`src/rtl/kbd_tx.sv`:
```
// PS/2 host-to-device transmitter: inhibits the clock, issues request-to-send,
// shifts one command byte out on device clock edges and reports ACK or failure.
module kbd_tx #(
    parameter int INHIBIT_CYCLES = 12000,
    parameter int START_TIMEOUT  = 1500000,
    parameter int PKT_TIMEOUT    = 200000
) (
    input  logic       clk,
    input  logic       rst,
    input  logic       kbd_clk_in,
    input  logic       kbd_data_in,
    output logic       kbd_clk_oe,
    output logic       kbd_data_oe,
    input  logic [7:0] tx_data,
    input  logic       tx_start,
    output logic       tx_busy,
    output logic       tx_done,
    output logic       tx_err
);

    typedef enum logic [2:0] {
        S_IDLE,
        S_INHIBIT,
        S_RELEASE,
        S_DATA,
        S_ACK,
        S_WAIT_IDLE,
        S_DONE,
        S_ERR
    } state_t;

    localparam logic [31:0] INH_LAST   = INHIBIT_CYCLES - 1;
    localparam logic [31:0] START_BIT  = INHIBIT_CYCLES - INHIBIT_CYCLES / 2 - 1;
    localparam logic [31:0] START_LAST = START_TIMEOUT - 1;
    localparam logic [31:0] PKT_LAST   = PKT_TIMEOUT - 1;

    state_t      state;
    logic        clk_s1, clk_s2, clk_prev;
    logic        data_s1, data_s2;
    logic        clk_fall;
    logic        err_now;
    logic [9:0]  oe_q;
    logic [3:0]  bitcnt;
    logic [31:0] cnt;
    logic [31:0] pkt_cnt;

    // Lines idle high, so the synchronisers reset to 1 to avoid a phantom edge.
    always_ff @(posedge clk or posedge rst) begin
        if (rst) begin
            clk_s1   <= 1'b1;
            clk_s2   <= 1'b1;
            clk_prev <= 1'b1;
            data_s1  <= 1'b1;
            data_s2  <= 1'b1;
        end else begin
            clk_s1   <= kbd_clk_in;
            clk_s2   <= clk_s1;
            clk_prev <= clk_s2;
            data_s1  <= kbd_data_in;
            data_s2  <= data_s1;
        end
    end

    assign clk_fall = clk_prev & ~clk_s2;

    always_comb begin
        err_now = 1'b0;
        case (state)
            S_RELEASE:   err_now = !clk_fall && (cnt == START_LAST);
            S_DATA:      err_now = !clk_fall && (pkt_cnt == PKT_LAST);
            S_ACK:       err_now = clk_fall ? data_s2 : (pkt_cnt == PKT_LAST);
            S_WAIT_IDLE: err_now = !(clk_s2 && data_s2) && (pkt_cnt == PKT_LAST);
            default:     err_now = 1'b0;
        endcase
    end

    // oe_q holds pull-low values in send order: d0..d7, parity, stop (never pulled).
    always_ff @(posedge clk or posedge rst) begin
        if (rst) begin
            state       <= S_IDLE;
            kbd_clk_oe  <= 1'b0;
            kbd_data_oe <= 1'b0;
            tx_busy     <= 1'b0;
            tx_done     <= 1'b0;
            tx_err      <= 1'b0;
            oe_q        <= '0;
            bitcnt      <= '0;
            cnt         <= '0;
            pkt_cnt     <= '0;
        end else begin
            tx_done <= 1'b0;
            tx_err  <= 1'b0;
            case (state)
                S_IDLE: begin
                    if (tx_start) begin
                        oe_q        <= {1'b0, ^tx_data, ~tx_data};
                        cnt         <= '0;
                        bitcnt      <= '0;
                        tx_busy     <= 1'b1;
                        kbd_clk_oe  <= 1'b1;
                        kbd_data_oe <= 1'b0;
                        state       <= S_INHIBIT;
                    end
                end
                S_INHIBIT: begin
                    if (cnt == INH_LAST) begin
                        kbd_clk_oe  <= 1'b0;
                        kbd_data_oe <= 1'b1;
                        cnt         <= '0;
                        state       <= S_RELEASE;
                    end else begin
                        cnt <= cnt + 32'd1;
                        if (cnt >= START_BIT) begin
                            kbd_data_oe <= 1'b1;
                        end
                    end
                end
                S_RELEASE: begin
                    cnt <= cnt + 32'd1;
                    if (clk_fall) begin
                        kbd_data_oe <= oe_q[0];
                        oe_q        <= oe_q >> 1;
                        bitcnt      <= 4'd1;
                        pkt_cnt     <= '0;
                        state       <= S_DATA;
                    end
                end
                S_DATA: begin
                    pkt_cnt <= pkt_cnt + 32'd1;
                    if (clk_fall) begin
                        kbd_data_oe <= oe_q[0];
                        oe_q        <= oe_q >> 1;
                        bitcnt      <= bitcnt + 4'd1;
                        if (bitcnt == 4'd9) begin
                            state <= S_ACK;
                        end
                    end
                end
                S_ACK: begin
                    pkt_cnt <= pkt_cnt + 32'd1;
                    if (clk_fall && !data_s2) begin
                        state <= S_WAIT_IDLE;
                    end
                end
                S_WAIT_IDLE: begin
                    pkt_cnt <= pkt_cnt + 32'd1;
                    if (clk_s2 && data_s2) begin
                        tx_done <= 1'b1;
                        tx_busy <= 1'b0;
                        state   <= S_DONE;
                    end
                end
                S_DONE:  state <= S_IDLE;
                S_ERR:   state <= S_IDLE;
                default: state <= S_IDLE;
            endcase

            // Any failure releases both lines and ends the transfer.
            if (err_now) begin
                kbd_clk_oe  <= 1'b0;
                kbd_data_oe <= 1'b0;
                tx_err      <= 1'b1;
                tx_busy     <= 1'b0;
                state       <= S_ERR;
            end
        end
    end

endmodule

```
`config.mk`:
```
export PLATFORM = sky130hd
export DESIGN_NAME = kbd_tx
export DESIGN_NICKNAME = d
export VERILOG_FILES = /design/src/rtl/kbd_tx.sv
export SDC_FILE = /design/constraint.sdc
export NUM_CORES = 1
export LEC_CHECK = 0
export BUFFER_PORTS_ARGS = -buffer_cell sky130_fd_sc_hd__buf_2
export CORE_UTILIZATION = 58
export CTS_BUF_LIST = sky130_fd_sc_hd__clkbuf_4 sky130_fd_sc_hd__clkbuf_8
export CTS_CLUSTER_SIZE = 14
export DETAILED_ROUTE_END_ITERATION = 16
export GPL_TIMING_DRIVEN = 0
export PLACE_DENSITY_LB_ADDON = 0.1
export SYNTH_ARGS = -nofsm -noshare
export SYNTH_HDL_FRONTEND = slang
export SYNTH_SLANG_ARGS = --single-unit
```
`constraint.sdc`:
```
create_clock -name clk -period 3.04 [get_ports clk]
set_clock_uncertainty 0.05 [all_clocks]
set_input_delay 0.76 -clock clk [delete_from_list [all_inputs] [get_ports clk]]
set_output_delay 0.76 -clock clk [all_outputs]
set_load 0.005 [all_outputs]
```
## After elaboration in Yosys (flattened, before gate mapping)

Cells that the tools add are included.

- Bits in registers: 91
- Input port bits: 13
- Output and inout port bits: 5
- Word-level logic and storage cells: 113

- Add/subtract/negate cells: 3
- $lt $le $gt $ge: 1
- Eq/ne operators: 24
- Multiplexer cells: 39
- Bitwise gates (word level): 3
- Reduce and logical (&&, ||, !) cells: 28

Operator list:

| kind | number |
|---|---|
| 2-to-1 mux 32 bit | 3 |
| case mux 32 bit (3 select lines) | 1 |
| adder 32 x 1 -> 32 bit, second input constant | 2 |
| case mux 32 bit (2 select lines) | 1 |
| equality test 32 x 14 -> 1 bit, second input constant | 1 |
| equality test 32 x 18 -> 1 bit, second input constant | 1 |
| equality test 32 x 21 -> 1 bit, second input constant | 1 |
| >= comparator 32 x 13 -> 1 bit, second input constant | 1 |
| 2-to-1 mux 3 bit | 8 |
| != test 3 bit, second input constant | 7 |
| case mux 3 bit (7 select lines) | 1 |
| 2-to-1 mux 10 bit | 2 |
| case mux 10 bit (2 select lines) | 1 |
| 2-to-1 mux 1 bit | 14 |
| equality test 3 bit, second input constant | 4 |
| 2-to-1 mux 4 bit | 3 |
| case mux 4 bit (3 select lines) | 1 |
| nonzero test 3 bit | 4 |
| AND reduction 3 bit | 3 |
| NOT 8 bit | 1 |
| AND reduction 4 bit | 2 |
| parity 8 bit | 1 |
| AND reduction 7 bit | 1 |
| equality test 3 x 2 -> 1 bit, second input constant | 2 |
| other kinds (20) | 32 |

## Depth between registers and ports, before layout

- Depth after elaboration: 7
- Mapped depth: 10
- Gate-level depth less buffers: 8

## Worst setup path after synthesis

No wires, ideal clock.

- Path type: register to register
- From: register state[1]
- To: register pkt_cnt[31]
- Library setup time: 0.132 ns
- Arrival time: 2.026 ns
- Required time: 2.858 ns
- Path slack: 0.833 ns
- Cell stages (with the launch flop): 10
- Path buffers: 1
- Clock period less this slack: 2.207 ns
- Cells stage by stage: dfrtp_1 buf_2 inv_1 ha_1 inv_1 a211o_1 or3_4 nor4_4 xnor2_1 nor2_1

- Longest elaborated chain between the ends: 4
- Elaborated cells on any way between the ends: 9
- Classes of those cells: eq/ne: 5; mux: 1; reduce/logical: 3

Ends and longest elaborated chain:

| what | line | RTL |
|---|---|---|
| from (decl) | 37 | `state_t state;` |
| from (signal assigned) | 80 | `state <= S_IDLE;` |
| from (signal assigned) | 102 | `state <= S_INHIBIT;` |
| from (signal assigned) | 110 | `state <= S_RELEASE;` |
| equality test 3 bit / equality test 3 x 2 -> 1 bit (equally long branches) | 93 | `case (state)` |
| OR reduction 3 bit (no line) | -- |  |
| nonzero test 2 bit (no line) | -- |  |
| AND reduction 2 bit (no line) | -- |  |
| to (signal assigned) | 129 | `pkt_cnt <= pkt_cnt + 32'd1;` |
| to (signal assigned) | 140 | `pkt_cnt <= pkt_cnt + 32'd1;` |
| to (signal assigned) | 146 | `pkt_cnt <= pkt_cnt + 32'd1;` |
| to (decl) | 45 | `logic [31:0] pkt_cnt;` |

Parallel ways exist; a longest one is shown, timed or not.
A chain may end at the register's enable or synchronous reset.

## Worst setup path after layout

- From: register state[1]
- To: register state[1]

- Longest elaborated chain between the ends: 4
- Elaborated cells on any way between the ends: 20
- Classes of those cells: eq/ne: 14; mux: 3; reduce/logical: 3

Ends and longest elaborated chain:

| what | line | RTL |
|---|---|---|
| equality test 3 bit / equality test 3 x 2 -> 1 bit (equally long branches) | 68 | `case (state)` |
| case mux 1 bit (4 select lines) (*) | 68 |  |
| net err_now | 41 | `logic err_now;` |
| != test 3 bit (no line) | -- |  |
| AND reduction 7 bit (no line) | -- |  |

The timed path passes the listed nets; every way through them passes the cells marked *.

==> impl_summary.md <==
Power
After layout, the design draws a total of 2.09 mW. The leakage component of the power is ~2.4 nW. The total power per unit cell area is 389 nW/µm². IR analysis of the VDD net gives a maximum drop of around 0.00024 V.

Timing
Headroom to the max-slew limit came out at 48.8%. The number of hold violations in the final report is 0. The final period demand of the worst path is roughly 2.6 ns.

For this run, the top clock speed supported by timing is 386 MHz. Dividing the final minimum period by the clock period gives a little under nine tenths. The final number of max-transition violations is 0. Setup violations remaining at the end of the flow were counted as 0.

The setup total negative slack is 0 ns. The worst-margin pin slew is 0.762 ns. Setup repair after global routing left no endpoint under its margin.

Setup path
The critical path's largest stage delay is roughly 0.53 ns. The worst setup path is of the reg2reg kind. Across all register-to-register paths, the minimum setup slack is roughly 0.45 ns. STA classifies the critical path endpoint as a flip-flop.

Data on the critical path is required at its endpoint by 3.22 ns. The number of buffers and inverters on the critical path is 2. The kind of start point of the critical path is a flip-flop. The source of the worst register-to-register timing path is state[1]. In this design, the largest share of critical-path delay is due to simple AND/OR/NAND/NOR gates. The standard cell with the maximum stage delay on the critical path is sky130_fd_sc_hd__or4_1. Walking the worst path, the cells encountered are buf_2 > inv_1 > ha_1 > nor4b_1 > nand4_1 > nor3_1 > a21o_1 > or4_1. The arrival time of the worst setup path is roughly 2.8 ns. The number of cell instances on the worst register-to-register path is 8. In this run the worst path has a maximum fanout of 10. The reg-to-reg endpoint is state[1].

Die
The x dimension of the die is roughly 94 µm. The die footprint is 8840 µm². The initialized floorplan defines 33 standard-cell rows. The height of the die is between 90 and 100 µm. The boundary pin count is 18. The area of the core is 8220 µm². The effective utilization at floorplan is between 50% and 60%.

Worst hold path
The kind of path behind the tightest hold check is in2async.

Clock tree
CTS placed an instance of sky130_fd_sc_hd__clkbuf_8 at the clock tree root. Hold repair after CTS inserted 0 buffers. The number of sinks handled by clock tree synthesis is 90.

The TritonCTS clock tree is done. The clock insertion delay at the later pin of the skew report is 0.36 ns. Buffers inserted during clock tree synthesis total 9. The level count of the clock H-tree is 3. After clock tree synthesis, the clock-pin slew on the worst setup and hold paths is 0.09 ns. The buffer count from post-CTS setup fixing is 0. The buffer levels on the longest clock path is 2. The count of cells resized by post-cts repair is 0.

Place
Once detailed placement completed, the half-perimeter wirelength came to ~7000 µm. The last weighted congestion value of the routability-driven placer is around 0.86. The count of buffers added on input and output ports is 17. The placement-stage cell area is 5170 µm².

Global routing
The number of global-route vias before repair is ~3600. The wire length of the first global-routing pass is about 17000 µm. Global routing used 24.8% of the available tracks. Entering global routing, the biggest net connects 43 pins.

The total overflow left after global routing is 0. The initial antenna violation count is 0.

Routing
Wires add up to 9990 µm. The total iterations of the first detailed-routing run is 5. The detailed router finished its first iteration with roughly 190 violations. The detail-routed net length per standard cell is 14.8 µm. Dividing the detail-routed via count by the number of cells gives 5.64. The total vias in the final route is 3802.

The count of nets left with antenna violations once routing finished came out at 0. After detailed routing, the number of remaining DRC violations is 0.

Layout
0 antenna diodes ended up in the layout. The net total in the final layout is ~600. The final non-filler cell area is ~5400 µm². The fraction of final layout cells sized beyond drive strength 1 is roughly 12%. The area growth from synthesis to layout is 9.17%.

Synthesis
Synthesis inferred 90 register bits. The post-synthesis instance area is just under 5000 µm². The yosys synthesis warning count is 0. A synthesized cell averages 9.20 µm². The count of mapped cells out of synthesis is roughly 530. The sequential area share after synthesis is between 40% and 50%.

The number of nets produced by synthesis is 555. The count of different cell masters after synthesis is 53.

Run status
The run finished with clean final reports.

Run
The tool flagged a number of max-cap violations equal to 0.
[layout by cell type, fill, tap and decap left out, types with 9 or more instances in the layout]
cell	synthesis	layout
sky130_fd_sc_hd__nor2_1	105	105
sky130_fd_sc_hd__dfrtp_1	85	85
sky130_fd_sc_hd__nand2_1	47	47
sky130_fd_sc_hd__xnor2_1	34	34
sky130_fd_sc_hd__xor2_1	30	30
sky130_fd_sc_hd__a21oi_1	29	29
sky130_fd_sc_hd__nor3_1	23	23
sky130_fd_sc_hd__buf_2	5	22
sky130_fd_sc_hd__nand4_1	21	21
sky130_fd_sc_hd__nand3_1	20	20
sky130_fd_sc_hd__inv_1	15	14
sky130_fd_sc_hd__o21ai_0	14	14
sky130_fd_sc_hd__clkbuf_8	0	12
sky130_fd_sc_hd__nor4_1	9	9
[cell families (layout without fill, tap and decap cells)]
| group | count (synthesis) | after routing | synth area share [%] |
|---|---|---|---|
| XOR/XNOR | 64 | 64 | 11.4 |
| buffers and inverters | 33 | 68 | 3.26 |
| multiplexers | 1 | 1 | 0.204 |
| AND/OR/NAND/NOR | 278 | 278 | 29.9 |
| flip-flops | 90 | 90 | 46.0 |
| adder cells (fa/ha/maj) | 8 | 8 | 2.04 |
| AO/OA/AOI/OAI | 60 | 60 | 7.26 |
[synth_stat cells (all sizes together)]
library cell | n | share of area [%]
nor3b | 2 | 0.31
and4 | 2 | 0.36
nand2b | 5 | 0.99
dfrtp | 85 | 43
xor2 | 30 | 5.3
buf | 10 | 1.5
o21a | 2 | 0.31
nor2 | 105 | 8.0
o31ai | 1 | 0.15
a211o | 3 | 0.53
nor4b | 2 | 0.36
o32ai | 1 | 0.18
a2111oi | 2 | 0.36
nor2b | 3 | 0.38
and3 | 8 | 1.0
dfstp | 5 | 2.7
a211oi | 3 | 0.56
a22o | 1 | 0.18
mux2i | 1 | 0.20
and3b | 1 | 0.18
a21o | 2 | 0.31
nand4 | 25 | 3.7
nand2 | 48 | 3.8
or4 | 8 | 1.5
and2 | 1 | 0.13
or2 | 1 | 0.13
or3 | 6 | 0.87
xnor2 | 34 | 6.1
ha | 8 | 2.0
nand4bb | 1 | 0.23
and4b | 1 | 0.20
nand3 | 20 | 2.0
clkbuf | 8 | 0.61
o21ai | 14 | 1.4
nor3 | 26 | 3.1
o22ai | 1 | 0.13
nor4 | 12 | 2.4
inv | 15 | 1.1
a21oi | 29 | 3.0
nand4b | 1 | 0.18
o2111ai | 1 | 0.18
[routing by layer]
layer  wire length, µm  up-vias  GRT usage (%)
met2              4550       55           37.1
met5                 0        -              0
met1              4970     1828           36.3
met4               146        0           8.46
met3               322       11           4.45
li1                  -     1908              -
[registers in the layout, indices dropped and copies added, names as in the netlist]
register,count
kbd_data_oe,1
oe_q,9
clk_prev,1
data_s1,1
kbd_clk_oe,1
tx_done,1
bitcnt,4
clk_s1,1
clk_s2,1
tx_busy,1
cnt,32
pkt_cnt,32
tx_err,1
data_s2,1
state,3
[metrics by stage]
stage	hold WS [ns]	setup slack (ns)	util [%]	cells
2_1_floorplan	0.295	0.833	-	534
3_5_place_dp	0.301	0.495	63.0	658
5_1_grt	0.280	0.238	65.3	674
6_report	0.276	0.453	65.3	674
3_3_place_gp	0.296	0.517	62.5	656
4_1_cts	0.271	0.462	65.3	674
[final cells by class]
cell class / instances / area (µm²)
well taps: 105 / 131
flip-flops and latches: 90 / 2260
clock buffers: 14 / 180
fillers: 690 / 2850
clock inverters: 2 / 10.0
multi-input cells: 411 / 2490
inverters: 15 / 60.1
repair buffers: 19 / 125
plain buffers: 18 / 104
[where the power goes]
part / total (mW) / internal [mW] / leakage [nW] / switching [mW]
sequential: 1.22 / 1.21 / 1.19 / 0.00792
clock: 0.789 / 0.381 / 0.103 / 0.408
combinational: 0.0801 / 0.0319 / 1.12 / 0.0481
total: 2.09 / 1.62 / 2.41 / 0.464
[worst max-delay path by stage]
| stage | from | endpoint | slack [ns] | cells past startpoint |
|---|---|---|---|---|
| finish | state[1] | state[1] | 0.45 | 8 |
| CTS | state[1] | state[1] | 0.46 | 8 |
| global placement | state[1] | state[1] | 0.52 | 8 |
| detailed placement | state[1] | state[1] | 0.50 | 8 |
| global route | state[1] | kbd_data_oe | 0.24 | 8 |
| floorplan | state[1] | pkt_cnt[31] | 0.83 | 9 |
[worst register-to-register path, cell delays in order (launching register included)]
cell and delay, ns:
sky130_fd_sc_hd__dfrtp_1 0.50, sky130_fd_sc_hd__buf_2 0.27, sky130_fd_sc_hd__inv_1 0.12, sky130_fd_sc_hd__ha_1 0.38, sky130_fd_sc_hd__nor4b_1 0.18, sky130_fd_sc_hd__nand4_1 0.09, sky130_fd_sc_hd__nor3_1 0.07, sky130_fd_sc_hd__a21o_1 0.28
sky130_fd_sc_hd__or4_1 0.54
No activity file was read; power rests on OpenSTA's default activity.
